## config.mk

```make
export PLATFORM = sky130hd
export DESIGN_NAME = ntt_bram_tdp_clr
export DESIGN_NICKNAME = d
export VERILOG_FILES = /design/src/rtl/ntt_bram_tdp_clr.sv
export SDC_FILE = /design/constraint.sdc
export NUM_CORES = 1
export LEC_CHECK = 0
export CORE_MARGIN = 1.5
export CORE_UTILIZATION = 35
export CTS_CLUSTER_DIAMETER = 120
export CTS_CLUSTER_SIZE = 30
export DETAILED_ROUTE_END_ITERATION = 8
export PLACE_DENSITY = 0.5
export SETUP_SLACK_MARGIN = 0.2
export SYNTH_ARGS = -nofsm -noshare
export SYNTH_HDL_FRONTEND = slang
export SYNTH_SLANG_ARGS = --single-unit
```

## constraint.sdc

```tcl
create_clock -name clk_i -period 3.9 [get_ports clk_i]
set_input_delay 1.17 -clock clk_i [delete_from_list [all_inputs] [get_ports clk_i]]
set_output_delay 1.17 -clock clk_i [all_outputs]
set_load 0.05 [all_outputs]
```

## src/rtl/ntt_bram_tdp_clr.sv

```systemverilog
`default_nettype none
// ============================================================================
// Module   : ntt_bram_tdp_clr
// Brief    : True dual-port NTT coefficient RAM with deterministic write
//            collision arbitration, read-valid strobes and a clear sequencer.
// Revision : 1.0 - initial release
// ============================================================================
module ntt_bram_tdp_clr #(
  parameter int DATA_WIDTH = 12,
  parameter int ADW        = 5,
  parameter int RD_MODE    = 0,
  parameter int OUT_REG    = 0
) (
  input  logic                  clk_i,
  input  logic                  rst_i,
  input  logic                  clr_i,
  output logic                  busy_o,
  input  logic                  en_a,
  input  logic                  we_a,
  input  logic [ADW-1:0]        addr_a,
  input  logic [DATA_WIDTH-1:0] din_a,
  output logic [DATA_WIDTH-1:0] dout_a,
  output logic                  vld_a,
  input  logic                  en_b,
  input  logic                  we_b,
  input  logic [ADW-1:0]        addr_b,
  input  logic [DATA_WIDTH-1:0] din_b,
  output logic [DATA_WIDTH-1:0] dout_b,
  output logic                  vld_b,
  output logic                  coll_o
);

  localparam int            c_depth = 2 ** ADW;
  localparam logic [ADW-1:0] c_last = ADW'(c_depth - 2);

  typedef enum logic [0:0] {
    ST_IDLE  = 1'b0,
    ST_CLEAR = 1'b1
  } state_t;

  state_t                r_state;
  state_t                w_state_nxt;
  logic [ADW-1:0]        r_cnt;
  logic [ADW-1:0]        w_cnt_nxt;
  logic                  w_busy;

  logic [DATA_WIDTH-1:0] r_mem [c_depth];

  logic                  w_acc_a;
  logic                  w_acc_b;
  logic                  w_wr_a;
  logic                  w_wr_b;
  logic [ADW-1:0]        w_waddr_a;
  logic [ADW-1:0]        w_waddr_b;
  logic [DATA_WIDTH-1:0] w_wdata_a;
  logic [DATA_WIDTH-1:0] w_wdata_b;

  logic                  r_vld1_a;
  logic                  r_vld1_b;
  logic [DATA_WIDTH-1:0] r_dout1_a;
  logic [DATA_WIDTH-1:0] r_dout1_b;
  logic                  r_coll;

  // ---------------------------------------------------------------- FSM
  always_ff @(posedge clk_i) begin
    if (rst_i) begin
      r_state <= ST_CLEAR;
      r_cnt   <= '0;
    end else begin
      r_state <= w_state_nxt;
      r_cnt   <= w_cnt_nxt;
    end
  end

  always_comb begin
    w_state_nxt = r_state;
    w_cnt_nxt   = r_cnt;
    w_busy      = 1'b0;
    case (r_state)
      ST_CLEAR: begin
        w_busy    = 1'b1;
        w_cnt_nxt = r_cnt + ADW'(2);
        if (r_cnt == c_last) begin
          w_state_nxt = ST_IDLE;
        end
      end
      default: begin
        if (clr_i) begin
          w_state_nxt = ST_CLEAR;
          w_cnt_nxt   = '0;
        end
      end
    endcase
  end

  assign busy_o = w_busy;

  // ------------------------------------------------------- write arbitration
  assign w_acc_a = en_a & ~w_busy & ~rst_i;
  assign w_acc_b = en_b & ~w_busy & ~rst_i;

  always_comb begin
    w_wr_a    = 1'b0;
    w_wr_b    = 1'b0;
    w_waddr_a = addr_a;
    w_waddr_b = addr_b;
    w_wdata_a = din_a;
    w_wdata_b = din_b;
    if (w_busy) begin
      // The clear sweep owns both ports: two consecutive words per cycle.
      w_wr_a    = ~rst_i;
      w_wr_b    = ~rst_i;
      w_waddr_a = r_cnt;
      w_waddr_b = r_cnt + ADW'(1);
      w_wdata_a = '0;
      w_wdata_b = '0;
    end else begin
      w_wr_a = w_acc_a & we_a;
      // Port A wins a same-address write collision.
      w_wr_b = w_acc_b & we_b & ~(w_wr_a && (addr_a == addr_b));
    end
  end

  always_ff @(posedge clk_i) begin
    if (w_wr_a) begin
      r_mem[w_waddr_a] <= w_wdata_a;
    end
    if (w_wr_b) begin
      r_mem[w_waddr_b] <= w_wdata_b;
    end
  end

  // ------------------------------------------------------- read stage 1
  always_ff @(posedge clk_i) begin
    if (rst_i) begin
      r_vld1_a  <= 1'b0;
      r_vld1_b  <= 1'b0;
      r_dout1_a <= '0;
      r_dout1_b <= '0;
      r_coll    <= 1'b0;
    end else begin
      r_vld1_a <= w_acc_a;
      r_vld1_b <= w_acc_b;
      // Memory is sampled before this edge's writes, so cross-port reads see old data.
      if (w_acc_a) begin
        r_dout1_a <= ((RD_MODE != 0) && we_a) ? din_a : r_mem[addr_a];
      end
      if (w_acc_b) begin
        r_dout1_b <= ((RD_MODE != 0) && we_b) ? din_b : r_mem[addr_b];
      end
      r_coll <= w_acc_a & we_a & w_acc_b & we_b & (addr_a == addr_b);
    end
  end

  assign coll_o = r_coll;

  // ------------------------------------------------------- optional stage 2
  generate
    if (OUT_REG != 0) begin : g_out_reg
      logic                  r_vld2_a;
      logic                  r_vld2_b;
      logic [DATA_WIDTH-1:0] r_dout2_a;
      logic [DATA_WIDTH-1:0] r_dout2_b;

      always_ff @(posedge clk_i) begin
        if (rst_i) begin
          r_vld2_a  <= 1'b0;
          r_vld2_b  <= 1'b0;
          r_dout2_a <= '0;
          r_dout2_b <= '0;
        end else begin
          r_vld2_a <= r_vld1_a;
          r_vld2_b <= r_vld1_b;
          if (r_vld1_a) begin
            r_dout2_a <= r_dout1_a;
          end
          if (r_vld1_b) begin
            r_dout2_b <= r_dout1_b;
          end
        end
      end

      assign vld_a  = r_vld2_a;
      assign vld_b  = r_vld2_b;
      assign dout_a = r_dout2_a;
      assign dout_b = r_dout2_b;
    end else begin : g_no_out_reg
      assign vld_a  = r_vld1_a;
      assign vld_b  = r_vld1_b;
      assign dout_a = r_dout1_a;
      assign dout_b = r_dout1_b;
    end
  endgenerate

endmodule
`default_nettype wire

```

==> flow_summary.json <==
{
  "slowest_stage": "clkdlybuf4s50_1",
  "antennaDiodeCount": 0,
  "setup_viol": 0,
  "drtAntennaViolNets": 0,
  "grt_start_max_net_pins": 41,
  "design_area_sq_um": 27800,
  "route.detailed.drc": 0,
  "period_minus_slack_ns": 3.25,
  "routed_via_density": 5.95,
  "postSynthAreaPerCell_sq_um": 13.5,
  "portBuffers": 68,
  "whs_ns": 0.496,
  "syn_area_sq_um": 24700,
  "post-route-period-util_pct": 83.3,
  "vias": 17000,
  "final_layout_size_suffix_gt1_share_pct": 20.0,
  "fin_setup_tns_ns": 0,
  "cts-hold-fix-buffers": 0,
  "synth_xor_area_share_pct": 0.177,
  "grt_usage_pct": 25.4,
  "synth_flop_cell": "edfxtp_1",
  "fin_util_pct": 39.7,
  "fin_ws_ns": 0.652,
  "dp_hpwl_mm": 61.4,
  "io_pins": 69,
  "crit_path_end_kind": "output port",
  "crit_arrival_ns": 2.08,
  "power_density_nw_per_um2": 299,
  "power_leakage_nw": 12.0,
  "grt_overflow_total": 0,
  "clk_latency_ns": 0.61,
  "synth_top_area_cell": "edfxtp_1",
  "synth_simple_gate_area_share_pct": 5.18,
  "n_fill_cell": 6670,
  "worstPathCellList": "clkdlybuf4s50_1",
  "htreeDepth": 1,
  "grt_antenna_before_repair": 5,
  "grt_pass1_wl_mm": 130,
  "first_global_vias": 17100,
  "rr_worst_depth": 8,
  "switching_share_pct": 26.0,
  "switchingPower_mw": 2.16,
  "die-area_sq_um": 72200,
  "cp-start-kind": "flop",
  "ys_top_cells_by_area": "edfxtp_1, mux2i_1, mux4_2, dfxtp_1, a22oi_1",
  "ys_warn_count": 0,
  "drv_slew": 0,
  "fin_cells": 2854,
  "p_seq_share_pct": 58.5,
  "rsz0062_at_grt": "no",
  "synth_edf_count": 384,
  "synth.most_common_cell": "mux2i_1",
  "syn2layout_area_growth_pct": 12.5,
  "wl_per_cell_um": 32.2,
  "p_comb_share_pct": 11.1,
  "firstDrtPassIters": 5,
  "worst_ep_required_time_ns": 2.73,
  "p_int_mw": 6.15,
  "final_nets": 1944,
  "num_rows": 97,
  "path_max_fanout": 2,
  "synth_top_area_share_pct": 46.7,
  "synth-seq-cells": 416,
  "initial_utilization_pct": 35.3,
  "clock-root-buffer": "clkbuf_16",
  "path_buf_inv": 1,
  "cp_slowest_stage_delay_ns": 0.92,
  "synth_top_family_by_area": "multiplexers",
  "hold_viol_final": 0,
  "peakVddDrop_uv": 456,
  "max_freq_mhz": 308,
  "finalPower_mw": 8.31,
  "synth_fa_ha_area_share_pct": 0.0507,
  "netlist_top_cells_count": "mux2i_1, edfxtp_1, nand2_1",
  "cts_buffer_depth": 3,
  "async_flop_share_pct": 0,
  "cts_resized": 0,
  "synth-compound-area-share_pct": 6.73,
  "placed_area_sq_um": 27200,
  "synthMuxAreaShare_pct": 33.6,
  "syn-num-nets": 1873,
  "syn_inst": 1831,
  "wl_mm": 91.8,
  "path_depth": 1,
  "die-height_um": 269,
  "cts_tree": "done",
  "clkPwrFrac_pct": 30.4,
  "clk_pin_slew_worst_paths_ns": 0.11,
  "slew_headroom_pct": 16.8,
  "dp_slack_ns": 0.155,
  "path_class": "flop to output port",
  "dp.cells": 2822,
  "gp_congestion": 0.907,
  "ys_seq_area_share_pct": 49.3,
  "cpLargestDelayFamily": "buffers and inverters",
  "die_w_um": 269,
  "ys_types": 60,
  "post-cts-setup-buffer-count": 0,
  "core_sq_um": 69900,
  "skew_ns": 0.0324,
  "hold_class": "flop to flop",
  "tightest_slew_ns": 1.25,
  "cts_inserted_buffers": 18,
  "cts_sinks": 416,
  "drt_iter0_markers": 1961,
  "hold_depth": 1,
  "status": "complete, no violations",
  "cap_violations": 0
}
==> power groups by stage <==
| stage | Combinational, mW | Sequential (mW) | Clock (mW) |
|---|---|---|---|
| CTS | 0.909 | 4.86 | 2.57 |
| finish | 0.921 | 4.86 | 2.53 |
| detailed placement | 0.906 | 4.96 | 0 |
| floorplan | 0.530 | 4.96 | 0 |
| global route | 0.956 | 4.87 | 2.69 |
| global placement | 0.906 | 4.96 | 0 |
==> path summary, 6_finish.rpt <==
check                                        startpoint  slack (ns)                 endpoint
worst max-delay path            dout_a[10]$_SDFFE_PP0N_        0.65               dout_a[10]
worst min-delay path            dout_b[11]$_SDFFE_PP0N_        0.50  dout_b[11]$_SDFFE_PP0N_
worst min register to register  dout_b[11]$_SDFFE_PP0N_        0.50  dout_b[11]$_SDFFE_PP0N_
worst max register to register       r_state$_SDFF_PP1_        1.30   r_mem[11][5]$_DFFE_PP_
==> cell type report <==
cell class / count / area, sq um / share of cell area, %
flip-flops and latches: 416 / 12200 / 43.8
multi-input cells: 1198 / 11300 / 40.7
repair buffers: 261 / 2540 / 9.15
well taps: 940 / 1180 / 4.23
clock buffers: 29 / 513 / 1.85
clock inverters: 3 / 43.8 / 0.158
inverters: 7 / 26.3 / 0.0946
==> cells by family after synthesis <==
family | after synthesis
AOI/OAI and AO/OA | 228
xor gates and xnor gates | 5
adders and majority gates | 1
buffers and inverters | 217
DFF | 416
muxes | 706
and+or+nand+nor | 258
==> layer usage <==
layer / wire length, um / GRT usage, % / share of wire [%] / vias to the layer above
met5: 0 / 0 / 0 / -
met4: 2360 / 6.15 / 2.6 / 0
met3: 6750 / 3.04 / 7.4 / 101
met2: 41300 / 39.5 / 45 / 736
met1: 41300 / 37.7 / 45 / 8916
li1: - / - / - / 7236
==> flip-flops by register name (all words and copies together) (netlist names) <==
register	cells
r_mem	384
coll_o	1
vld_a	1
r_cnt	4
dout_b	12
r_state	1
dout_a	12
vld_b	1
==> placed cells by master, fill, tap and decap left out, types with 6 or more instances in the layout <==
cell	synthesis	final
buf_12	6	33
o21ai_1	0	24
a21oi_1	46	46
clkbuf_16	0	19
dfxtp_1	32	32
and2_1	12	12
clkdlybuf4s50_1	0	64
mux4_2	96	96
clkbuf_1	98	10
nand2_1	123	123
a221oi_1	24	24
nand2_2	13	13
nor2_1	23	21
and3_1	8	8
edfxtp_1	384	384
nor2_2	4	6
o21bai_1	8	8
nand3_2	8	8
o41ai_1	7	7
a22oi_1	65	65
a22o_1	24	24
a211oi_1	7	7
nand3_1	41	41
mux2i_1	593	593
mux2_2	17	17
buf_4	37	160
Power figures use the tool's default switching activity.
